`src/rtl/ped_cond_pkg.sv`:
```
// Shared types and constants for the pedestrian request conditioner.
// The debounce state encoding and the press-counter width live here.
package ped_cond_pkg;

  typedef enum logic [1:0] {
    STABLE_LOW    = 2'd0,
    DEBOUNCE_HIGH = 2'd1,
    STABLE_HIGH   = 2'd2,
    DEBOUNCE_LOW  = 2'd3
  } db_state_t;

  localparam int COUNT_W = 8;

  // The debounced level is high while the button is accepted as pressed,
  // including while a release is still being qualified.
  function automatic logic level_of(input db_state_t s);
    return (s == STABLE_HIGH) || (s == DEBOUNCE_LOW);
  endfunction

endpackage

```
`src/rtl/sync_2ff.sv`:
```
// Two-flop synchronizer for a single asynchronous input bit.
// Both flops clear immediately on rst.
module sync_2ff (
  input  logic clk,
  input  logic rst,
  input  logic d,
  output logic q
);

  logic meta_reg;
  logic sync_reg;

  always_ff @(posedge clk or posedge rst) begin
    if (rst) begin
      meta_reg <= 1'b0;
      sync_reg <= 1'b0;
    end else begin
      meta_reg <= d;
      sync_reg <= meta_reg;
    end
  end

  assign q = sync_reg;

endmodule

```
`src/rtl/ped_request_conditioner.sv`:
```
// Debounces the pedestrian push-button and turns each press into a latched
// request for the traffic-light controller, plus a saturating press count.
module ped_request_conditioner
  import ped_cond_pkg::*;
#(
  parameter int CLK_FREQ    = 125_000_000,
  parameter int DEBOUNCE_MS = 20
) (
  input  logic               clk,
  input  logic               rst,
  input  logic               btn_raw,
  input  logic               ack,
  output logic               btn_level,
  output logic               btn_pulse,
  output logic               req_pending,
  output logic [COUNT_W-1:0] req_count
);

  localparam int DB_CYCLES = CLK_FREQ / 1000 * DEBOUNCE_MS;
  localparam int CNT_W     = (DB_CYCLES < 2) ? 1 : $clog2(DB_CYCLES);
  // The state flips on the sample that brings the count to DB_CYCLES-1,
  // i.e. when the register still holds DB_CYCLES-2.
  localparam logic [CNT_W-1:0] CNT_LAST = CNT_W'(DB_CYCLES - 2);
  localparam logic [COUNT_W-1:0] COUNT_MAX = {COUNT_W{1'b1}};

  generate
    if (DB_CYCLES < 2) begin : g_bad_cfg
      $error("ped_request_conditioner: DB_CYCLES must be at least 2");
    end
  endgenerate

  logic btn_sync;

  sync_2ff u_sync (
    .clk (clk),
    .rst (rst),
    .d   (btn_raw),
    .q   (btn_sync)
  );

  db_state_t          state_reg, state_next;
  logic [CNT_W-1:0]   cnt_reg, cnt_next;
  logic               level_reg, level_next;
  logic               pulse_reg, pulse_next;
  logic               pending_reg, pending_next;
  logic [COUNT_W-1:0] count_reg, count_next;

  always_ff @(posedge clk or posedge rst) begin
    if (rst) begin
      state_reg   <= STABLE_LOW;
      cnt_reg     <= '0;
      level_reg   <= 1'b0;
      pulse_reg   <= 1'b0;
      pending_reg <= 1'b0;
      count_reg   <= '0;
    end else begin
      state_reg   <= state_next;
      cnt_reg     <= cnt_next;
      level_reg   <= level_next;
      pulse_reg   <= pulse_next;
      pending_reg <= pending_next;
      count_reg   <= count_next;
    end
  end

  always_comb begin
    state_next = state_reg;
    cnt_next   = cnt_reg;
    case (state_reg)
      STABLE_LOW: begin
        if (btn_sync) begin
          state_next = DEBOUNCE_HIGH;
          cnt_next   = '0;
        end
      end
      DEBOUNCE_HIGH: begin
        if (!btn_sync) begin
          state_next = STABLE_LOW;
          cnt_next   = '0;
        end else if (cnt_reg == CNT_LAST) begin
          state_next = STABLE_HIGH;
          cnt_next   = '0;
        end else begin
          cnt_next = cnt_reg + CNT_W'(1);
        end
      end
      STABLE_HIGH: begin
        if (!btn_sync) begin
          state_next = DEBOUNCE_LOW;
          cnt_next   = '0;
        end
      end
      DEBOUNCE_LOW: begin
        if (btn_sync) begin
          state_next = STABLE_HIGH;
          cnt_next   = '0;
        end else if (cnt_reg == CNT_LAST) begin
          state_next = STABLE_LOW;
          cnt_next   = '0;
        end else begin
          cnt_next = cnt_reg + CNT_W'(1);
        end
      end
      default: begin
        state_next = STABLE_LOW;
        cnt_next   = '0;
      end
    endcase
  end

  // Level and pulse are registered from the next state so they track the FSM
  // without an extra cycle of delay.
  always_comb begin
    level_next = level_of(state_next);
    pulse_next = level_next && !level_reg;
  end

  // A fresh press outranks a simultaneous ack so no request is lost.
  always_comb begin
    pending_next = pending_reg;
    if (pulse_reg) begin
      pending_next = 1'b1;
    end else if (ack) begin
      pending_next = 1'b0;
    end
  end

  always_comb begin
    count_next = count_reg;
    if (pulse_reg && (count_reg != COUNT_MAX)) begin
      count_next = count_reg + COUNT_W'(1);
    end
  end

  assign btn_level   = level_reg;
  assign btn_pulse   = pulse_reg;
  assign req_pending = pending_reg;
  assign req_count   = count_reg;

endmodule

```
`config.mk`:
```
export PLATFORM = sky130hd
export DESIGN_NAME = ped_request_conditioner
export DESIGN_NICKNAME = d
export VERILOG_FILES = /design/src/rtl/ped_cond_pkg.sv /design/src/rtl/sync_2ff.sv /design/src/rtl/ped_request_conditioner.sv
export SDC_FILE = /design/constraint.sdc
export NUM_CORES = 1
export LEC_CHECK = 0
export ABC_AREA = 1
export CAP_MARGIN = 10
export CORE_AREA = 2 2 67 117
export CTS_BUF_LIST = sky130_fd_sc_hd__clkbuf_4
export DETAILED_ROUTE_END_ITERATION = 7
export DIE_AREA = 0 0 69 119
export HOLD_SLACK_MARGIN = 0.12
export MAX_ROUTING_LAYER = met4
export PLACE_DENSITY = 0.56
export SLEW_MARGIN = 10
export SYNTH_ARGS = -nofsm -noshare
export SYNTH_HDL_FRONTEND = slang
export SYNTH_SLANG_ARGS = --single-unit
```
`constraint.sdc`:
```
create_clock -name clk -period 2.07 [get_ports clk]
set_clock_uncertainty 0.15 [all_clocks]
set_input_delay 0.414 -clock clk [delete_from_list [all_inputs] [get_ports clk]]
set_output_delay 0.414 -clock clk [all_outputs]
set_load 0.03 [all_outputs]
```
==> results of run 1 <==
path summary, 6_finish.rpt:
| check | start | end | slack (ps) | depth (start not counted) |
|---|---|---|---|---|
| worst min register to register | u_sync.meta_reg$_DFF_PP0_ | u_sync.q$_DFF_PP0_ | 220 | 0 |
| worst max register to register | cnt_reg[0]$_DFFE_PP0P_ | cnt_reg[18]$_DFFE_PP0P_ | 270 | 11 |
| max in group asynchronous | rst | cnt_reg[9]$_DFFE_PP0P_ | 1140 | 3 |
| worst min-delay path | u_sync.meta_reg$_DFF_PP0_ | u_sync.q$_DFF_PP0_ | 220 | 0 |
| min in group asynchronous | rst | state_reg[0]$_DFF_PP0_ | 300 | 3 |
| worst max-delay path | req_count[3]$_DFFE_PP0P_ | req_count[3] | 80 | 1 |
routing by layer:
metal	up-vias	part of all wire
met1	868	0.36
met3	24	0.030
met2	43	0.54
li1	937	-
met4	0	0.072
met5	-	0
layout make-up:
type / instances / area (um2) / share of cell area
Antenna cell: 1 / 2.50 / 0.00102
Tap cell: 88 / 110 / 0.0447
Sequential cell: 36 / 901 / 0.365
Clock inverter: 3 / 13.8 / 0.00558
Inverter: 39 / 150 / 0.0609
Multi-Input combinational cell: 209 / 1070 / 0.435
Clock buffer: 5 / 37.5 / 0.0152
Timing Repair Buffer: 17 / 178 / 0.0721
power by group through the flow:
stage               clock network [W]  registers (W)  logic (W)
finish                       0.000379       0.000717  0.0000635
global route                 0.000428       0.000718  0.0000720
CTS                          0.000397       0.000717  0.0000655
detailed placement                  0       0.000730  0.0000651
global placement                    0       0.000730  0.0000649
floorplan                           0       0.000728  0.0000502
placed cells by master, fill, tap and decap left out, types with 5 or more instances in the layout:
cell / count
nand4_1: 11
nor2_1: 39
nor2_4: 5
xor2_1: 6
nand2_1: 78
nor2_2: 13
clkdlybuf4s50_1: 5
dlymetal6s2s_1: 7
clkbuf_4: 5
nand2_2: 5
inv_1: 37
dfrtp_1: 36
nand3_1: 24
cell families after synthesis:
logic type	count (synthesis)
and+or+nand+nor	186
buffers and inverters	41
DFF	36
xor gates and xnor gates	10
AOI/OAI and AO/OA	9
adders and majority gates	3
muxes	1
per-stage QoR:
stage                     setup WS (ps)  hold WS (ps)  total power, W  utilization
after floorplan                     386           181        0.000778            -
after global placement              302           182        0.000795        0.326
after detailed placement            278           203        0.000796        0.326
after CTS                          17.6           231         0.00118        0.332
after global routing               5.04           239         0.00122        0.335
final                              75.7           223         0.00116        0.335
==> results by group, run 1 <==
Run status
  – Status: finished clean

Clock tree
  – H-tree levels: 2
  – Clock slew seen by the registers of the worst setup and hold paths: 110 ps
  – Clock root cell: clkbuf_4
  – TritonCTS clock tree: yes
  – Cts repair resizes: 2
  – Hold buffers post-CTS: 0
  – Clk Latency, worst-skew pair: 360 ps
  – Setup repair bufs after CTS: 0
  – CTS Buf Count: 5
  – Clock buffer depth: 2
  – Clock sinks: 36

Timing
  – Slew Viols, Final: 0
  – Slew of the pin with the lowest slew margin: 476 ps
  – Peak Freq: between 0.5 and 0.6 GHz
  – Post-layout min period: 1990 ps
  – Unrepaired setup endpoints after global routing: false
  – Final Cycle Share: 0.963
  – Final Hold Fails: 0
  – Slew margin rel.: 0.683
  – Final setup fails: 0
  – Setup TNS: 0 ps

Floorplan
  – Die width: 69 um
  – Core Area: 0.00736 mm2
  – Area of the die: 0.00821 mm2
  – Starting Density: 0.292
  – Num ports: 15
  – Row count: 42
  – Die Y: 119 um

Logic synthesis
  – Most frequent cell after synthesis: nand2_1
  – Post-Synth Adder-Cell Area: 0.0175
  – Synth Area in Compound Gates: 0.0256
  – Synth Instances: 286
  – Fraction of synthesized area in multiplexers: 0.00466
  – Simple-gate portion of the synthesized area: 0.411
  – Synthesized area: 0.00215 mm2
  – Post-synth EDFFs: 0
  – Synth top cells by count: nand2_1, nor2_1, inv_1
  – Yosys top cell area share: 0.419
  – Async set or reset register ratio after synthesis: 1.00
  – Synth area leader: dfrtp_1
  – Primary FF master, synth: dfrtp_1
  – Mean Syn Cell Area: 7.51 um2
  – Largest family of logic cells by synthesized area: simple AND/OR/NAND/NOR gates
  – Distinct cell type count after synthesis: 26
  – Post-synthesis register bit count: 36
  – Xor/xnor share of the synthesized area: 0.0408
  – Largest cells by area after synthesis: dfrtp_1, nand2_1, nor2_1
  – Syn Nets: a little under 300
  – Synth Warn #: 0
  – Sequential area share after synthesis: 0.419

Drt
  – DRC: 0
  – Final WL: between 5 and 6 mm
  – Initial DRC count: 43
  – Drt wl/cell: roughly 13 um
  – Routed vias: ~1,900
  – Antenna violation net count after detailed routing: 0
  – Vias per cell: 4.70
  – Drt first pass iters: 4

Global route
  – Met1 Usage GRT: 0.137
  – Antenna violations before repair: 1
  – Busiest layer in global routing: met2
  – First-pass GRT wire length: 9.21 mm
  – M2 GR Usage: 0.263
  – Vias in the first global route: roughly 1,900
  – Largest net degree at the start of global routing: 37
  – Total gr overflow: 0
  – Met3 Use GR: 0.0279
  – Total Routing Usage GR: 0.148

Worst setup path
  – Crit start category: flip-flop
  – Worst path bufs/invs: 1
  – Crit path capture type: output port
  – CP Cell Sequence: clkdlybuf4s50_1
  – CP max stage cell: clkdlybuf4s50_1
  – CP Max Fanout: 4
  – CP top delay family: buffers and inverters
  – CP Class: flip-flop to output port
  – CP Data Arrival Time: 1430 ps
  – Delay of the slowest cell on the worst path: 680 ps
  – Worst Path Required: ~1500 ps

Placement
  – DP Cell Count: 389
  – Placed instance area: between 0.002 and 0.0025 mm2
  – Port bufs: 14
  – Hpwl dp: 4.14 mm
  – GP Congestion: 0.888

Power
  – Peak VDD IR: around 0.27 mV
  – PwrDens: 470 mW/mm2
  – Leakage power: ~1.2 nW
  – Reg power frac: 0.618
  – Clock share of power: 0.327
  – Comb pwr share: 0.055
  – Psw: ~0.0003 W
  – Switching Share: 0.266
  – Int Pwr: roughly 0.00085 W

Final layout
  – Nets: around 320
  – Fillers: 788
  – Max FFs per register: 22
  – Final instance area: 0.00246 mm2
  – Final cell count without fillers: 398
  – Area growth from synthesis to layout: 14.7%
  – Ratio of cells with drive above 1 in the final layout: 0.126

Hold path
  – Hold crit path type: flip-flop to flip-flop

Run
  – Max Cap Violations: 0
No activity file was read; power rests on OpenSTA's default activity.
==> inputs of run 2 (changes only) <==
- CELL_PAD_IN_SITES_DETAIL_PLACEMENT: not set -> 2
- CELL_PAD_IN_SITES_GLOBAL_PLACEMENT: not set -> 2
- PLACE_DENSITY: 0.56 -> 0.8
==> run 2 against run 1 <==
Worst setup slack worse by 8.1 ps. Register-to-register slack worse by 60 ps. Sequential cell count did not move. Critical path type unchanged.
==> results by group, run 2 (synthesis gave the netlist of run 1 again) <==
Run status
  – Status: finished clean (unchanged)

Floorplan
  – Num ports: 15 (unchanged)
  – Core Area: 0.00736 mm2 (unchanged)
  – Row count: 42 (unchanged)
  – Starting Density: 0.292 (unchanged)
  – Area of the die: 0.00821 mm2 (unchanged)
  – Die width: 69 um (unchanged)
  – Die Y: 119 um (unchanged)

Global route
  – First-pass GRT wire length: 11.7 mm (was 9.21 mm)
  – Largest net degree at the start of global routing: 37 (unchanged)
  – Total Routing Usage GR: 0.189 (was 0.148)
  – Vias in the first global route: 2,270 (was 1,909)
  – Total gr overflow: 0 (unchanged)
  – Antenna violations before repair: 0 (was 1)

Final layout
  – Fillers: 890 (was 788)
  – Ant diodes: 0 (was 1)
  – Ratio of cells with drive above 1 in the final layout: 0.141 (was 0.126)
  – Post-Route Utilization: 0.347 (was 0.335)
  – Area growth from synthesis to layout: 18.9% (was 14.7%)
  – Nets: 319 (was 315)
  – Commonest non-fill, non-tap cell in the layout: nand2_1 (unchanged)
  – Most frequent cells in the layout: nand2_1, nor2_1, inv_1, dfrtp_1, nand3_1 (unchanged)
  – Max FFs per register: 22 (unchanged)

Timing
  – Final hold slack: 224 ps (was 223 ps)
  – Slew Viols, Final: 0 (unchanged)
  – Final Cycle Share: 0.967 (was 0.963)
  – Slew of the pin with the lowest slew margin: 485 ps (was 476 ps)
  – Slew margin rel.: 0.677 (was 0.683)
  – Peak Freq: 0.499 GHz (was 0.501 GHz)
  – Final setup fails: 0 (unchanged)
  – Post-layout min period: 2000 ps (was 1990 ps)
  – Unrepaired setup endpoints after global routing: false (unchanged)
  – Final Hold Fails: 0 (unchanged)
  – Setup TNS: 0 ps (unchanged)

Clock tree
  – H-tree levels: 2 (unchanged)
  – CTS Buf Count: 5 (unchanged)
  – Clock sinks: 36 (unchanged)
  – Setup repair bufs after CTS: 0 (unchanged)
  – Clock buffer depth: 2 (unchanged)
  – Clock root cell: clkbuf_4 (unchanged)
  – Clk Latency, worst-skew pair: 370 ps (was 360 ps)
  – TritonCTS clock tree: yes (unchanged)
  – Clock slew seen by the registers of the worst setup and hold paths: 130 ps (was 110 ps)
  – Hold buffers post-CTS: 0 (unchanged)
  – Cts repair resizes: 5 (was 2)

Worst setup path
  – Crit start category: flip-flop (unchanged)
  – CP Max Fanout: 4 (unchanged)
  – Reg-to-reg slack, setup: 210 ps (was 270 ps)
  – CP max stage cell: clkdlybuf4s50_1 (unchanged)
  – CP Cell Sequence: clkdlybuf4s50_1 (unchanged)
  – Worst R2R End: cnt_reg[20]$_DFFE_PP0P_ (was cnt_reg[18]$_DFFE_PP0P_)
  – Worst Path Required: 1510 ps (about the same)
  – Delay of the slowest cell on the worst path: 680 ps (about the same)
  – Crit path capture type: output port (unchanged)
  – Worst path bufs/invs: 1 (unchanged)
  – CP Class: flip-flop to output port (unchanged)
  – R2r worst-path depth: 11 (unchanged)
  – CP top delay family: buffers and inverters (unchanged)
  – Worst R2R Start: cnt_reg[0]$_DFFE_PP0P_ (unchanged)
  – CP Data Arrival Time: 1440 ps (was 1430 ps)

Placement
  – GP Congestion: 0.811 (was 0.888)
  – Hpwl dp: 5.41 mm (was 4.14 mm)
  – Port bufs: 14 (unchanged)

Drt
  – Drt wl/cell: 17.0 um (was 13.3 um)
  – Vias per cell: 4.97 (was 4.70)
  – Routed vias: 1,992 (was 1,872)
  – DRC: 0 (unchanged)
  – Final WL: 6.83 mm (was 5.31 mm)
  – Initial DRC count: 45 (was 43)
  – Antenna violation net count after detailed routing: 0 (unchanged)
  – Drt first pass iters: 4 (unchanged)

Hold path
  – Worst hold start: u_sync.meta_reg$_DFF_PP0_ (unchanged)
  – Hold crit path type: flip-flop to flip-flop (unchanged)
  – WHS Path Cells: 0 (unchanged)
  – Hold EP: u_sync.q$_DFF_PP0_ (unchanged)

Power
  – Peak VDD IR: 0.291 mV (was 0.267 mV)
  – Total power: 0.00155 W (was 0.00116 W)
  – Leakage power: 1.22 nW (was 1.23 nW)
  – PwrDens: 608 mW/mm2 (was 470 mW/mm2)

Run
  – Max Cap Violations: 0 (unchanged)
## run 2: changes by cell type in the layout (fill, tap and decap cells not counted), sizes merged, moves of 3 or more
cell | before | now
buf | 3 | 7
dlymetal6s2s | 7 | 3
bufinv | 0 | 3
clkinv | 4 | 1
dlygate4sd2 | 2 | 5
## run 2: routing by layer
metal	global-route usage	vias up	share of wire
li1	-	946	-
met1	0.176	1011	0.34
met2	0.382	26	0.62
met3	0.0237	9	0.016
met4	0.0662	0	0.023
met5	-	-	0
## run 2: stage by stage
step / instance area [um2] / setup WS (ps) / std cells
after floorplan: 2150 / 386 / 286
after global placement: 2430 / 281 / 393
after detailed placement: 2430 / 207 / 393
after CTS: 2550 / 13.2 / 401
after global routing: 2550 / 3.26 / 401
final: 2550 / 67.6 / 401
## run 2: how the worst max path moves through the flow
stage,end,slack [ps],startpoint,depth (start not counted)
after floorplan,req_count[6]$_DFFE_PP0P_,390,req_count[0]$_DFFE_PP0P_,8
after global placement,cnt_reg[18]$_DFFE_PP0P_,280,cnt_reg[0]$_DFFE_PP0P_,11
after detailed placement,cnt_reg[18]$_DFFE_PP0P_,210,cnt_reg[0]$_DFFE_PP0P_,11
after CTS,req_count[7],10,req_count[7]$_DFFE_PP0P_,1
after global routing,req_count[5],3,req_count[5]$_DFFE_PP0P_,1
final,req_count[2],70,req_count[2]$_DFFE_PP0P_,1
## run 2: layout make-up
| class | instances | area (um2) | area share |
|---|---|---|---|
| flip-flops and latches | 36 | 901 | 0.353 |
| repair buffers | 21 | 194 | 0.0759 |
| well taps | 88 | 110 | 0.0431 |
| multi-input cells | 209 | 1070 | 0.420 |
| inverters | 39 | 150 | 0.0588 |
| clock buffers | 5 | 37.5 | 0.0147 |
| clock inverters | 3 | 90.1 | 0.0353 |
## run 2: report_power, final
| part | switching [W] | internal [W] |
|---|---|---|
| Clock | 0.000271 | 0.000497 |
| Sequential | 0.00000730 | 0.000709 |
| Combinational | 0.0000492 | 0.0000197 |
| Total | 0.000327 | 0.00123 |
==> inputs of run 3 (changes only) <==
- CORE_AREA: 2 2 67 117 -> 4 4 65 111
- DIE_AREA: 0 0 69 119 -> 0 0 69 115
- MAX_ROUTING_LAYER: met4 -> not set
- PLACE_DENSITY: 0.8 -> 0.88
==> run 3 against run 2 <==
Cell count shrank 2.5%. Register-to-register slack hardly changed. Worst setup slack better by 15 ps. Global-route usage decreased by 0.21 points. Total power decreased by 23%. Critical path depth unchanged. Routed wire length rose by 2.4%. Critical path type unchanged. Highest routed layer unchanged.
==> results by group, run 3 (synthesis gave the netlist of run 1 again) <==
Run status
  – Status: finished clean (unchanged)

Drt
  – Drt wl/cell: 17.9 um (was 17.0 um)
  – Routed vias: 1,978 (was 1,992)
  – DRC: 0 (unchanged)
  – Initial DRC count: 66 (was 45)
  – Vias per cell: 5.06 (was 4.97)
  – Drt first pass iters: 4 (unchanged)
  – Highest metal used: met4 (unchanged)
  – Final WL: 7.00 mm (was 6.83 mm)
  – Antenna violation net count after detailed routing: 0 (unchanged)
  – Metal-1 WL: 2.51 mm (was 2.31 mm)
  – Routed length on met2: 4.19 mm (was 4.25 mm)
  – DR WL met3: 136 um (was 112 um)

Power
  – Comb pwr share: 0.058 (was 0.044)
  – Int Pwr: 0.000859 W (was 0.00123 W)
  – PwrDens: 486 mW/mm2 (was 608 mW/mm2)
  – Peak VDD IR: 0.232 mV (was 0.291 mV)
  – Leakage power: 1.20 nW (was 1.22 nW)
  – Psw: 0.000339 W (was 0.000327 W)
  – Reg power frac: 0.599 (was 0.461)
  – Clock share of power: 0.342 (was 0.494)
  – Switching Share: 0.283 (was 0.210)

Global route
  – Total gr overflow: 0 (unchanged)
  – Total Routing Usage GR: 0.187 (was 0.189)
  – First-pass GRT wire length: 11.4 mm (was 11.7 mm)
  – Antenna violations before repair: 0 (unchanged)
  – Vias in the first global route: 2,191 (was 2,270)
  – Largest net degree at the start of global routing: 37 (unchanged)

Final layout
  – Commonest non-fill, non-tap cell in the layout: nand2_1 (unchanged)
  – Max FFs per register: 22 (unchanged)
  – Nets: 317 (was 319)
  – Ratio of cells with drive above 1 in the final layout: 0.135 (was 0.141)
  – Most frequent cells in the layout: nand2_1, nor2_1, inv_1, dfrtp_1, nand3_1 (unchanged)
  – Area growth from synthesis to layout: 14.6% (was 18.9%)
  – Ant diodes: 0 (unchanged)
  – Final cell count without fillers: 391 (was 401)

Floorplan
  – Row count: 38 (was 42)
  – Area of the die: 0.00794 mm2 (was 0.00821 mm2)
  – Core Area: 0.00628 mm2 (was 0.00736 mm2)
  – Die Y: 115 um (was 119 um)
  – Die width: 69 um (unchanged)
  – Num ports: 15 (unchanged)
  – Starting Density: 0.342 (was 0.292)

Worst setup path
  – Crit start category: flip-flop (unchanged)
  – CP Max Fanout: 2 (was 4)
  – Worst path bufs/invs: 1 (unchanged)
  – CP top delay family: buffers and inverters (unchanged)
  – Delay of the slowest cell on the worst path: 680 ps (about the same)
  – CP Data Arrival Time: 1420 ps (was 1440 ps)
  – Worst Path Required: 1510 ps (about the same)
  – CP Cell Sequence: clkdlybuf4s50_1 (unchanged)
  – CP max stage cell: clkdlybuf4s50_1 (unchanged)
  – CP Class: flip-flop to output port (unchanged)
  – Crit path capture type: output port (unchanged)

Timing
  – Unrepaired setup endpoints after global routing: false (unchanged)
  – Final Cycle Share: 0.960 (was 0.967)
  – Final Hold Fails: 0 (unchanged)
  – Slew of the pin with the lowest slew margin: 499 ps (was 485 ps)
  – Slew Viols, Final: 0 (unchanged)
  – Post-layout min period: 1990 ps (was 2000 ps)
  – Slew margin rel.: 0.667 (was 0.677)
  – Peak Freq: 0.503 GHz (was 0.499 GHz)
  – Final setup fails: 0 (unchanged)
  – Setup TNS: 0 ps (unchanged)

Clock tree
  – Hold buffers post-CTS: 0 (unchanged)
  – H-tree levels: 2 (unchanged)
  – CTS Buf Count: 5 (unchanged)
  – Clock root cell: clkbuf_4 (unchanged)
  – TritonCTS clock tree: yes (unchanged)
  – Clock slew seen by the registers of the worst setup and hold paths: 130 ps (about the same)
  – Setup repair bufs after CTS: 0 (unchanged)
  – Clk Latency, worst-skew pair: 380 ps (was 370 ps)
  – Clock sinks: 36 (unchanged)
  – Clock buffer depth: 2 (unchanged)

Hold path
  – Hold crit path type: flip-flop to flip-flop (unchanged)

Run
  – Max Cap Violations: 0 (unchanged)

Placement
  – Hpwl dp: 5.49 mm (was 5.41 mm)
  – GP Congestion: 0.862 (was 0.811)
  – DP Cell Count: 383 (was 393)
  – Port bufs: 14 (unchanged)
## run 3: final cells by class
class                      count  area [um2]
timing repair buffer          19         180
multi-input combinational    209        1070
fill                         763        3810
clock buffer                   5        37.5
inverter                      39         153
sequential                    36         901
tap                           80         100
clock inverter                 3        18.8
## run 3: power by group through the flow
| stage | clock network, W | registers [W] | logic [W] |
|---|---|---|---|
| finish | 0.000410 | 0.000718 | 0.0000696 |
| detailed placement | 0 | 0.000731 | 0.0000698 |
| global route | 0.000441 | 0.000719 | 0.0000778 |
| CTS | 0.000421 | 0.000718 | 0.0000702 |
| floorplan | 0 | 0.000728 | 0.0000502 |
| global placement | 0 | 0.000731 | 0.0000680 |
## run 3: repair_timing
action,4_1_cts,5_1_grt
resized for setup,6,5
endpoints found under the hold margin,0,0
endpoints found under the setup margin,6,8
## run 3: worst paths after layout
check / from / endpoint / slack, ps / cells after the start
min in group asynchronous: rst / cnt_reg[4]$_DFFE_PP0P_ / 300 / 3
worst min-delay path: u_sync.meta_reg$_DFF_PP0_ / u_sync.q$_DFF_PP0_ / 200 / 0
worst min register to register: u_sync.meta_reg$_DFF_PP0_ / u_sync.q$_DFF_PP0_ / 200 / 0
worst max register to register: cnt_reg[9]$_DFFE_PP0P_ / cnt_reg[20]$_DFFE_PP0P_ / 200 / 8
worst max-delay path: req_pending$_DFFE_PP0P_ / req_pending / 80 / 1
max in group asynchronous: rst / cnt_reg[3]$_DFFE_PP0P_ / 1110 / 3
## run 3: through the flow
step / area [um2] / util / total power, W / hold slack, ps / setup slack [ps]
2_1_floorplan: 2150 / - / 0.000778 / 181 / 386
3_3_place_gp: 2400 / 0.383 / 0.000799 / 185 / 305
3_5_place_dp: 2400 / 0.383 / 0.000801 / 195 / 186
4_1_cts: 2450 / 0.390 / 0.00121 / 221 / 1.90
5_1_grt: 2460 / 0.392 / 0.00124 / 229 / 9.30
6_report: 2460 / 0.392 / 0.00120 / 205 / 83.0
## run 3: metal layers
| metal | global-route usage | vias up |
|---|---|---|
| met4 | 0.0730 | 0 |
| li1 | - | 940 |
| met2 | 0.388 | 24 |
| met1 | 0.176 | 1005 |
| met3 | 0.0324 | 9 |
| met5 | 0 | - |
